===== config.mk =====
export PLATFORM = sky130hd
export DESIGN_NAME = imm_gen_pipe
export DESIGN_NICKNAME = d
export VERILOG_FILES = /design/src/rtl/imm_gen_pipe.sv
export SDC_FILE = /design/constraint.sdc
export NUM_CORES = 1
export LEC_CHECK = 0
export CAP_MARGIN = 5
export CORE_AREA = 2 2 84 167
export DETAILED_ROUTE_END_ITERATION = 8
export DIE_AREA = 0 0 86 169
export PLACE_DENSITY = 0.53
export SETUP_SLACK_MARGIN = 0.3
export SLEW_MARGIN = 0
export SYNTH_ARGS = -nofsm -noshare
export SYNTH_HDL_FRONTEND = slang
export SYNTH_SLANG_ARGS = --single-unit

===== constraint.sdc =====
create_clock -name clk -period 1.7 [get_ports clk]
set_input_delay 0.255 -clock clk [delete_from_list [all_inputs] [get_ports clk]]
set_output_delay 0.255 -clock clk [all_outputs]
set_load 0.005 [all_outputs]

===== src/rtl/imm_gen_pipe.sv =====
// RISC-V immediate extractor (I/S/B/U/J) behind a registered-ready valid/ready stage with a skid entry.
// Optional: define IMMGEN_ZIMM_EN to decode fmt 101 as the zero-extended CSR zimm field.
module imm_gen_pipe #(
  parameter int XLEN  = 32,
  parameter int TAG_W = 5
) (
  input  logic             clk,
  input  logic             rst,
  input  logic             flush,
  input  logic             in_valid,
  output logic             in_ready,
  input  logic [31:0]      in_instr,
  input  logic [2:0]       in_fmt,
  input  logic [TAG_W-1:0] in_tag,
  output logic             out_valid,
  input  logic             out_ready,
  output logic [XLEN-1:0]  out_imm,
  output logic [2:0]       out_fmt,
  output logic [TAG_W-1:0] out_tag,
  output logic             out_illegal
);

  typedef struct packed {
    logic [XLEN-1:0]  imm;
    logic [2:0]       fmt;
    logic [TAG_W-1:0] tag;
    logic             ill;
  } ent_t;

  typedef enum logic [1:0] {EMPTY, ONE, TWO} state_t;

  state_t             state, state_nx;
  ent_t               new_e, out_q, skid_q;
  logic signed [31:0] imm32;
  logic               ill;
  logic               in_xfer, out_xfer;
  logic               ld_out, ld_skid, mv_skid;

  // Every format fits in 32 bits, so build a signed 32-bit value and widen once.
  always_comb begin
    imm32 = '0;
    ill   = 1'b0;
    case (in_fmt)
      3'b000: imm32 = {{20{in_instr[31]}}, in_instr[31:20]};
      3'b001: imm32 = {{20{in_instr[31]}}, in_instr[31:25], in_instr[11:7]};
      3'b010: imm32 = {{19{in_instr[31]}}, in_instr[31], in_instr[7],
                       in_instr[30:25], in_instr[11:8], 1'b0};
      3'b011: imm32 = {in_instr[31:12], 12'b0};
      3'b100: imm32 = {{11{in_instr[31]}}, in_instr[31], in_instr[19:12],
                       in_instr[20], in_instr[30:21], 1'b0};
`ifdef IMMGEN_ZIMM_EN
      3'b101: imm32 = {27'b0, in_instr[19:15]};
`else
      3'b101: ill = 1'b1;
`endif
      default: ill = 1'b1;
    endcase
  end

  always_comb begin
    new_e     = '0;
    new_e.imm = XLEN'(imm32);
    new_e.fmt = in_fmt;
    new_e.tag = in_tag;
    new_e.ill = ill;
  end

  assign out_valid = (state != EMPTY);
  assign in_xfer   = in_valid && in_ready;
  assign out_xfer  = out_valid && out_ready;

  always_comb begin
    state_nx = state;
    ld_out   = 1'b0;
    ld_skid  = 1'b0;
    mv_skid  = 1'b0;
    case (state)
      EMPTY: if (in_xfer) begin
        state_nx = ONE;
        ld_out   = 1'b1;
      end
      ONE: begin
        if (in_xfer && out_xfer) begin
          ld_out = 1'b1;
        end else if (in_xfer) begin
          state_nx = TWO;
          ld_skid  = 1'b1;
        end else if (out_xfer) begin
          state_nx = EMPTY;
        end
      end
      TWO: if (out_xfer) begin
        state_nx = ONE;
        mv_skid  = 1'b1;
      end
      default: state_nx = EMPTY;
    endcase
  end

  // in_ready is precomputed from the next state so it leaves the stage straight from a flop.
  always_ff @(posedge clk) begin
    if (rst || flush) begin
      state    <= EMPTY;
      in_ready <= 1'b1;
    end else begin
      state    <= state_nx;
      in_ready <= (state_nx != TWO);
    end
  end

  always_ff @(posedge clk) begin
    if (rst) begin
      out_q  <= '0;
      skid_q <= '0;
    end else if (!flush) begin
      if (ld_out)       out_q <= new_e;
      else if (mv_skid) out_q <= skid_q;
      if (ld_skid)      skid_q <= new_e;
    end
  end

  assign out_imm     = out_q.imm;
  assign out_fmt     = out_q.fmt;
  assign out_tag     = out_q.tag;
  assign out_illegal = out_q.ill;

endmodule


==> results of run 1 <==
[layout make-up]
class,instances,share of cell area [%]
sequential,85,28.2
tap,155,3.17
clock inverter,5,1.35
timing repair buffer,158,26.9
multi-input combinational,347,36.1
clock buffer,11,4.13
inverter,1,0.0614
[synthesized netlist by cell type (2+ instances only)]
cell type  count  area (um2)
a211oi_1       5        37.5
dfxtp_1       85        1700
o21ai_0       44         220
mux2i_1        3        30.0
buf_4          7        52.6
o21ai_1        9        45.0
and2_1        12        75.1
o311ai_0       4        35.0
nand2_1       54         203
nor2_1        37         139
nor3_2         5        50.1
nand4_1       24         150
nor3_1         9        45.0
or4bb_1        8        90.1
nor2_2         2        12.5
clkbuf_1      16        60.1
or3b_2         2        17.5
nand4b_1       8        70.1
a221oi_1      10        87.6
and3b_1        2        17.5
a21oi_1       78         390
a22oi_1        4        30.0
clkbuf_2       4        20.0
nand3_1        5        25.0
and3_1         3        18.8
buf_2         23         115
[timing repair]
item / in CTS / in global routing
endpoints found under the setup margin: 125 / 83
hold buffers: 0 / 0
setup buffers: 13 / 8
pin swaps: 16 / 16
gates resized for setup: 126 / 46
cloned: 5 / 2
[report_power, final]
group | switching (mW) | internal, mW | total [mW]
sequential | 0.0374 | 2.06 | 2.10
combinational | 0.434 | 0.453 | 0.887
clock | 0.814 | 1.37 | 2.18
[kinds of logic after synthesis]
family	count (synthesis)	synth area share, %
flops	85	43.3
simple gates	180	25.5
xor+xnor	1	0.223
compound gates	163	23.9
buf+inv	51	6.39
mux	3	0.763
[worst min-delay path, cell delays in order]
cell and delay (ps):
dlygate4sd2_1 230, buf_4 120, nor3_1 40
[registers in the layout (all words and copies together), names as in the netlist]
signal	flops
skid_q	41
out_tag	5
out_imm	32
out_illegal	1
out_fmt	3
state	2
in_ready	1
[through the flow]
| step | setup TNS [ps] | util, % | hold slack [ps] | total power [mW] |
|---|---|---|---|---|
| 3_3_place_gp | -14030 | 39.0 | 442 | 2.91 |
| 5_1_grt | 0 | 46.0 | 357 | 5.40 |
| 4_1_cts | 0 | 44.2 | 323 | 5.16 |
| 3_5_place_dp | -16140 | 39.0 | 447 | 2.91 |
| 6_report | 0 | 46.0 | 330 | 5.17 |
| 2_1_floorplan | 0 | - | 332 | 2.48 |
[per-layer routing]
metal | global-route usage [%] | wire [um] | up-vias | share of wire [%]
li1 | - | - | 1990 | -
met1 | 22.6 | 5520 | 1915 | 44
met2 | 29.4 | 6210 | 89 | 50
met3 | 2.97 | 546 | 12 | 4.4
met4 | 6.07 | 193 | 0 | 1.5
met5 | 0 | 0 | - | 0
[path summary, 6_finish.rpt]
path / to / depth (start not counted) / from
setup / recovery: out_imm[22] / 6 / state[1]
hold / removal: state[0] / 3 / flush
setup reg to reg: out_imm[22] / 6 / state[1]
hold reg to reg: skid_q[5] / 2 / skid_q[5]
==> results by group, run 1 <==
Layout
  • Most frequent cells in the layout: dfxtp_1 (72), a21oi_1 (68), nand2_1 (53)
  • Area of the multi-input gates: 2210 um2
  • Antenna Diode Count: 0
  • Nets@finish: 647
  • Layout Cells excl Fill: 762
  • Layout cell share with drive strength beyond 1: 27.0%
  • Area Overhead vs Synth: 55.4%
  • Most common cell after layout, fill and taps aside: dfxtp_1
  • Fill cells: 1366
  • Register area: 1730 um2
  • Final Cell Area: 6110 um2

Logic synthesis
  • Async set-reset flop share out of synthesis: 0%
  • Net Count, Synth: 528
  • Synth Cell Area: 3930 um2
  • Post-Synthesis Cells: 483
  • Seq cells post-synth: 85
  • Syn_area_per_cell: 8.14 um2
  • Post-synth cell types: 46
  • Post-synth EDFFs: 0
  • Ys flop type: dfxtp_1
  • Seq/Total Area, Yosys: 43.3%
  • YS warnings: 0

STA
  • Max-Slew Margin vs Limit: 60.6%
  • Setup-failing EPs final: 0
  • Final Hold Vio Count: 0
  • Slew at the pin with the worst max-slew slack: 591 ps
  • Unrepaired setup endpoints after global routing: yes
  • Final max-slew violation count: 0
  • Clk_skew: 3.95 ps
  • Final WS setup: 257 ps
  • Min Tclk post-route: 1440 ps
  • Fmax achieved: 693 MHz
  • Period utilization: 84.9%

Floorplan
  • Die Y: 169 um
  • Cell Rows: 60
  • Die ar.: 14500 um2
  • IO Count: 88
  • Core Region: 13300 um2
  • Initial Utilization: 29.6%
  • Die W: 86 um

Clocking
  • Cts bufs inserted: 9
  • Clock Tree Root: clkbuf_16
  • Reg clk slew, reported paths: 60 ps
  • CTS tree: done
  • Clock Tree Buf Depth: 2
  • Sink Count: 85
  • H-tree Lvls: 3
  • Clk Latency, worst-skew pair: 350 ps

Critical path
  • Worst path cell trace: and4bb_2 -> a31oi_4 -> buf_12 -> clkbuf_16 -> a21oi_1 -> a21oi_1
  • Critical Path RT: 1980 ps
  • WP buf/inv: 2
  • CP endpoint kind: flop
  • Crit path largest cell delay: 360 ps
  • Critical path's most frequent cell: a21oi_1
  • CP Class: flop to flop
  • Worst path top cell family by delay: compound AO/OA/AOI/OAI gates
  • R2R Setup Slk: 260 ps
  • CP max FO: 7
  • Crit path arrival time: 1720 ps
  • Worst Setup Start Kind: flop
  • Slowest CP cell: dfxtp_4

Placed design
  • Buffers added on ports: 80
  • DP Cell Count: 718
  • Area post-placement: 5180 um2
  • Placer Congestion: 0.793
  • Dpl hpwl: 8080 um
  • Pre-CTS setup slack: -281 ps

Pwr
  • PD cells: 846 nW/um2
  • Peak supply drop: 0.553 mV
  • LEAKAGE: 2.45 nW

Detailed routing
  • Routed WL: 12500 um
  • Total number of vias: 4006
  • 1st-iter DRT viols: 239
  • Router iterations before antenna repair: 5
  • Antenna viol nets, final: 0
  • Post-detailed-route wirelength per cell: 16.4 um
  • Drt via density: 5.26
  • Post-route DRC: 0

Job
  • Max Cap Viol: 0

Global routing
  • Vias in the first global route: 3919
  • Initial antenna violation count: 0
  • Largest net degree at the start of global routing: 46
  • Grt ovf: 0
  • First-pass GRT wire length: 20300 um
  • Total Routing Usage GR: 17.6%

Min path
  • Hold Crit Class: input port to flop

Status
  • Status: complete, no violations
(Power assumes the default switching activity.)
==> inputs of run 2 (changes only) <==
PLACE_DENSITY = 0.55   (was 0.53)
clock period = 1.25 ns   (was 1.7 ns; I/O delays follow)
==> run 2 against run 1 <==
The flow now finishes with violations (negative setup slack). Sequential cell count unchanged. Die area did not move. Maximum frequency decreased by 4.4%. Register-to-register slack worse by 520 ps. Largest cell class unchanged. Highest routed layer unchanged.
==> results by group, run 2 (synthesis gave the netlist of run 1 again) <==
Critical path
  • Crit path largest cell delay: 350 ps (about the same)
  • Crit path arrival time: 1730 ps (about the same)
  • R2r startpoint: state[1]
  • Slowest CP cell: dfxtp_4
  • R2R Setup Slk: -260 ps (-520 ps)
  • Worst Setup Start Kind: flop
  • Critical Path RT: 1470 ps (-510 ps)
  • CP Class: flop to flop
  • R2r endpoint: out_imm[18]
  • CP endpoint kind: flop
  • CP max FO: 9 (+2)
  • R2R cell count: 6 (unchanged)
  • Worst path cell trace: buf_12 -> and3b_2 -> nand2_4 -> clkbuf_16 -> a221oi_2 -> nor2_1

Min path
  • Min-Delay Path Depth: 3 (unchanged)
  • Worst Hold Endpoint: skid_q[9]
  • Hold path start: rst
  • Hold Crit Class: input port to flop

Layout
  • Area Overhead vs Synth: 69.4%
  • Largest Register: skid_q
  • Fill cells: 1186 (-13%)
  • Area of the multi-input gates: 2500 um2 (+13%)
  • Layout cell share with drive strength beyond 1: 49.3% (+22 points)
  • Most frequent cells in the layout: a21oi_1 (58), buf_4 (53), nand2_1 (42), dfxtp_2 (42), dfxtp_1 (41)
  • Register area: 1760 um2 (+2.1%)
  • Largest register FFs: 41 (unchanged)
  • Antenna Diode Count: 0 (unchanged)
  • Nets@finish: 671 (+3.7%)
  • Most common cell after layout, fill and taps aside: a21oi_1
  • Layout Cells excl Fill: 786 (+3.1%)

Job
  • Max Cap Viol: 0 (unchanged)

STA
  • Clk_skew: 5.55 ps (+1.60 ps)
  • Final WS setup: -260 ps (-516 ps)
  • Unrepaired setup endpoints after global routing: yes
  • Slew at the pin with the worst max-slew slack: 439 ps (-152 ps)
  • Max-Slew Margin vs Limit: 70.3% (+9.7 points)
  • Period utilization: 121% (+36 points)
  • Final Hold Vio Count: 0 (unchanged)
  • Min Tclk post-route: 1510 ps (+66.3 ps)
  • Setup-failing EPs final: 84 (+84)
  • Final max-slew violation count: 0 (unchanged)
  • Setup TNS: -15960 ps (-15960 ps)
  • Fmax achieved: 662 MHz (-4.4%)

Detailed routing
  • Antenna viol nets, final: 0 (unchanged)
  • Router iterations before antenna repair: 4 (-1)
  • Total number of vias: 4172 (+4.1%)
  • Routed WL: 13600 um (+9.0%)
  • Drt via density: 5.31 (+0.96%)
  • 1st-iter DRT viols: 246 (+2.9%)
  • Post-detailed-route wirelength per cell: 17.3 um (+5.6%)
  • Post-route DRC: 0 (unchanged)

Global routing
  • Vias in the first global route: 4075 (+4.0%)
  • First-pass GRT wire length: 21100 um (+3.8%)
  • Grt ovf: 0 (unchanged)
  • Largest net degree at the start of global routing: 46 (unchanged)
  • Total Routing Usage GR: 18.1% (+0.48 points)
  • Initial antenna violation count: 0 (unchanged)

Placed design
  • Buffers added on ports: 80 (unchanged)
  • Dpl hpwl: 8190 um (+1.3%)
  • Placer Congestion: 0.772 (-2.6%)
  • DP Cell Count: 729 (+1.5%)

Status
  • Failing checks: negative setup slack
  • Status: complete, but fails checks

Floorplan
  • Die ar.: 14500 um2 (unchanged)
  • Die Y: 169 um (unchanged)
  • Core Region: 13300 um2 (unchanged)
  • Cell Rows: 60 (unchanged)
  • IO Count: 88 (unchanged)
  • Initial Utilization: 29.6% (unchanged)
  • Die W: 86 um (unchanged)

Clocking
  • Sink Count: 85 (unchanged)
  • Hold Buf Count CTS: 0 (unchanged)
  • Clk Latency, worst-skew pair: 340 ps (about the same)
  • Clock Tree Root: clkbuf_16
  • CTS tree: done
  • H-tree Lvls: 3 (unchanged)
  • Cts bufs inserted: 9 (unchanged)
  • Clock Tree Buf Depth: 2 (unchanged)
  • Reg clk slew, reported paths: 60 ps (about the same)

Pwr
  • Peak supply drop: 0.650 mV (+18%)
  • PD cells: 1010 nW/um2 (+20%)
  • LEAKAGE: 2.60 nW (+6.4%)
==> run 2: critical path, delay by kind of cell, from the launching register on <==
family	cells	cell delay (ps)
AOI/OAI and AO/OA	1	260
buffers and inverters	2	310
and+or+nand+nor	3	470
DFF	1	350
==> run 2: worst max path at each step <==
stage | cells after the start | endpoint | slack, ps | startpoint
floorplan | 6 | out_imm[11] | -70 | state[1]
global placement | 5 | skid_q[20] | -580 | in_fmt[2]
detailed placement | 6 | skid_q[21] | -610 | out_ready
CTS | 6 | out_imm[16] | -230 | state[1]
global route | 8 | skid_q[33] | -310 | state[1]
finish | 6 | out_imm[18] | -260 | state[1]
==> run 2: routing by layer <==
layer | vias up | part of all wire, % | routed length (um) | global-route usage (%)
met2 | 115 | 50 | 6760 | 29.0
met5 | - | 0 | 0 | 0
met1 | 2007 | 44 | 6000 | 24.3
met4 | 0 | 1.8 | 247 | 6.49
li1 | 2033 | - | - | -
met3 | 17 | 4.3 | 580 | 2.93
==> run 2: timing repair <==
item,4_1_cts,5_1_grt
gates cloned,6,4
gates resized for setup,290,90
pin swaps,21,35
endpoints found under the setup margin,128,128
endpoints found under the hold margin,0,0
buffers inserted,22,9
==> run 2: per-stage QoR <==
stage / cell area, um2 / power (mW) / hold slack (ps) / setup slack, ps / utilization, %
after CTS: 6110 / 6.63 / 338 / -228 / 46.0
after floorplan: 4120 / 3.46 / 264 / -66.1 / -
after detailed placement: 5350 / 4.04 / 447 / -613 / 40.3
after global placement: 5350 / 4.04 / 443 / -583 / 40.3
after global routing: 6670 / 7.01 / 350 / -312 / 50.2
final: 6670 / 6.75 / 336 / -260 / 50.2
==> run 2: final cells by class <==
type | instances | area share, %
tap | 155 | 2.91
clock buffer | 9 | 3.38
clock inverter | 7 | 0.732
inverter | 1 | 0.0563
multi-input combinational | 347 | 37.5
sequential | 85 | 26.4
timing repair buffer | 182 | 29.0
==> run 2: power by group <==
group          leakage [nW]  internal (mW)  switching [mW]
clock                 0.136           1.35            1.15
sequential            0.709           2.82          0.0652
combinational          1.76          0.696           0.665
==> inputs of run 3 (changes only) <==
CAP_MARGIN = 30   (was 5)
==> results of run 3 <==
Same layout as run 2: the final DEF is identical, and so are final timing and power.
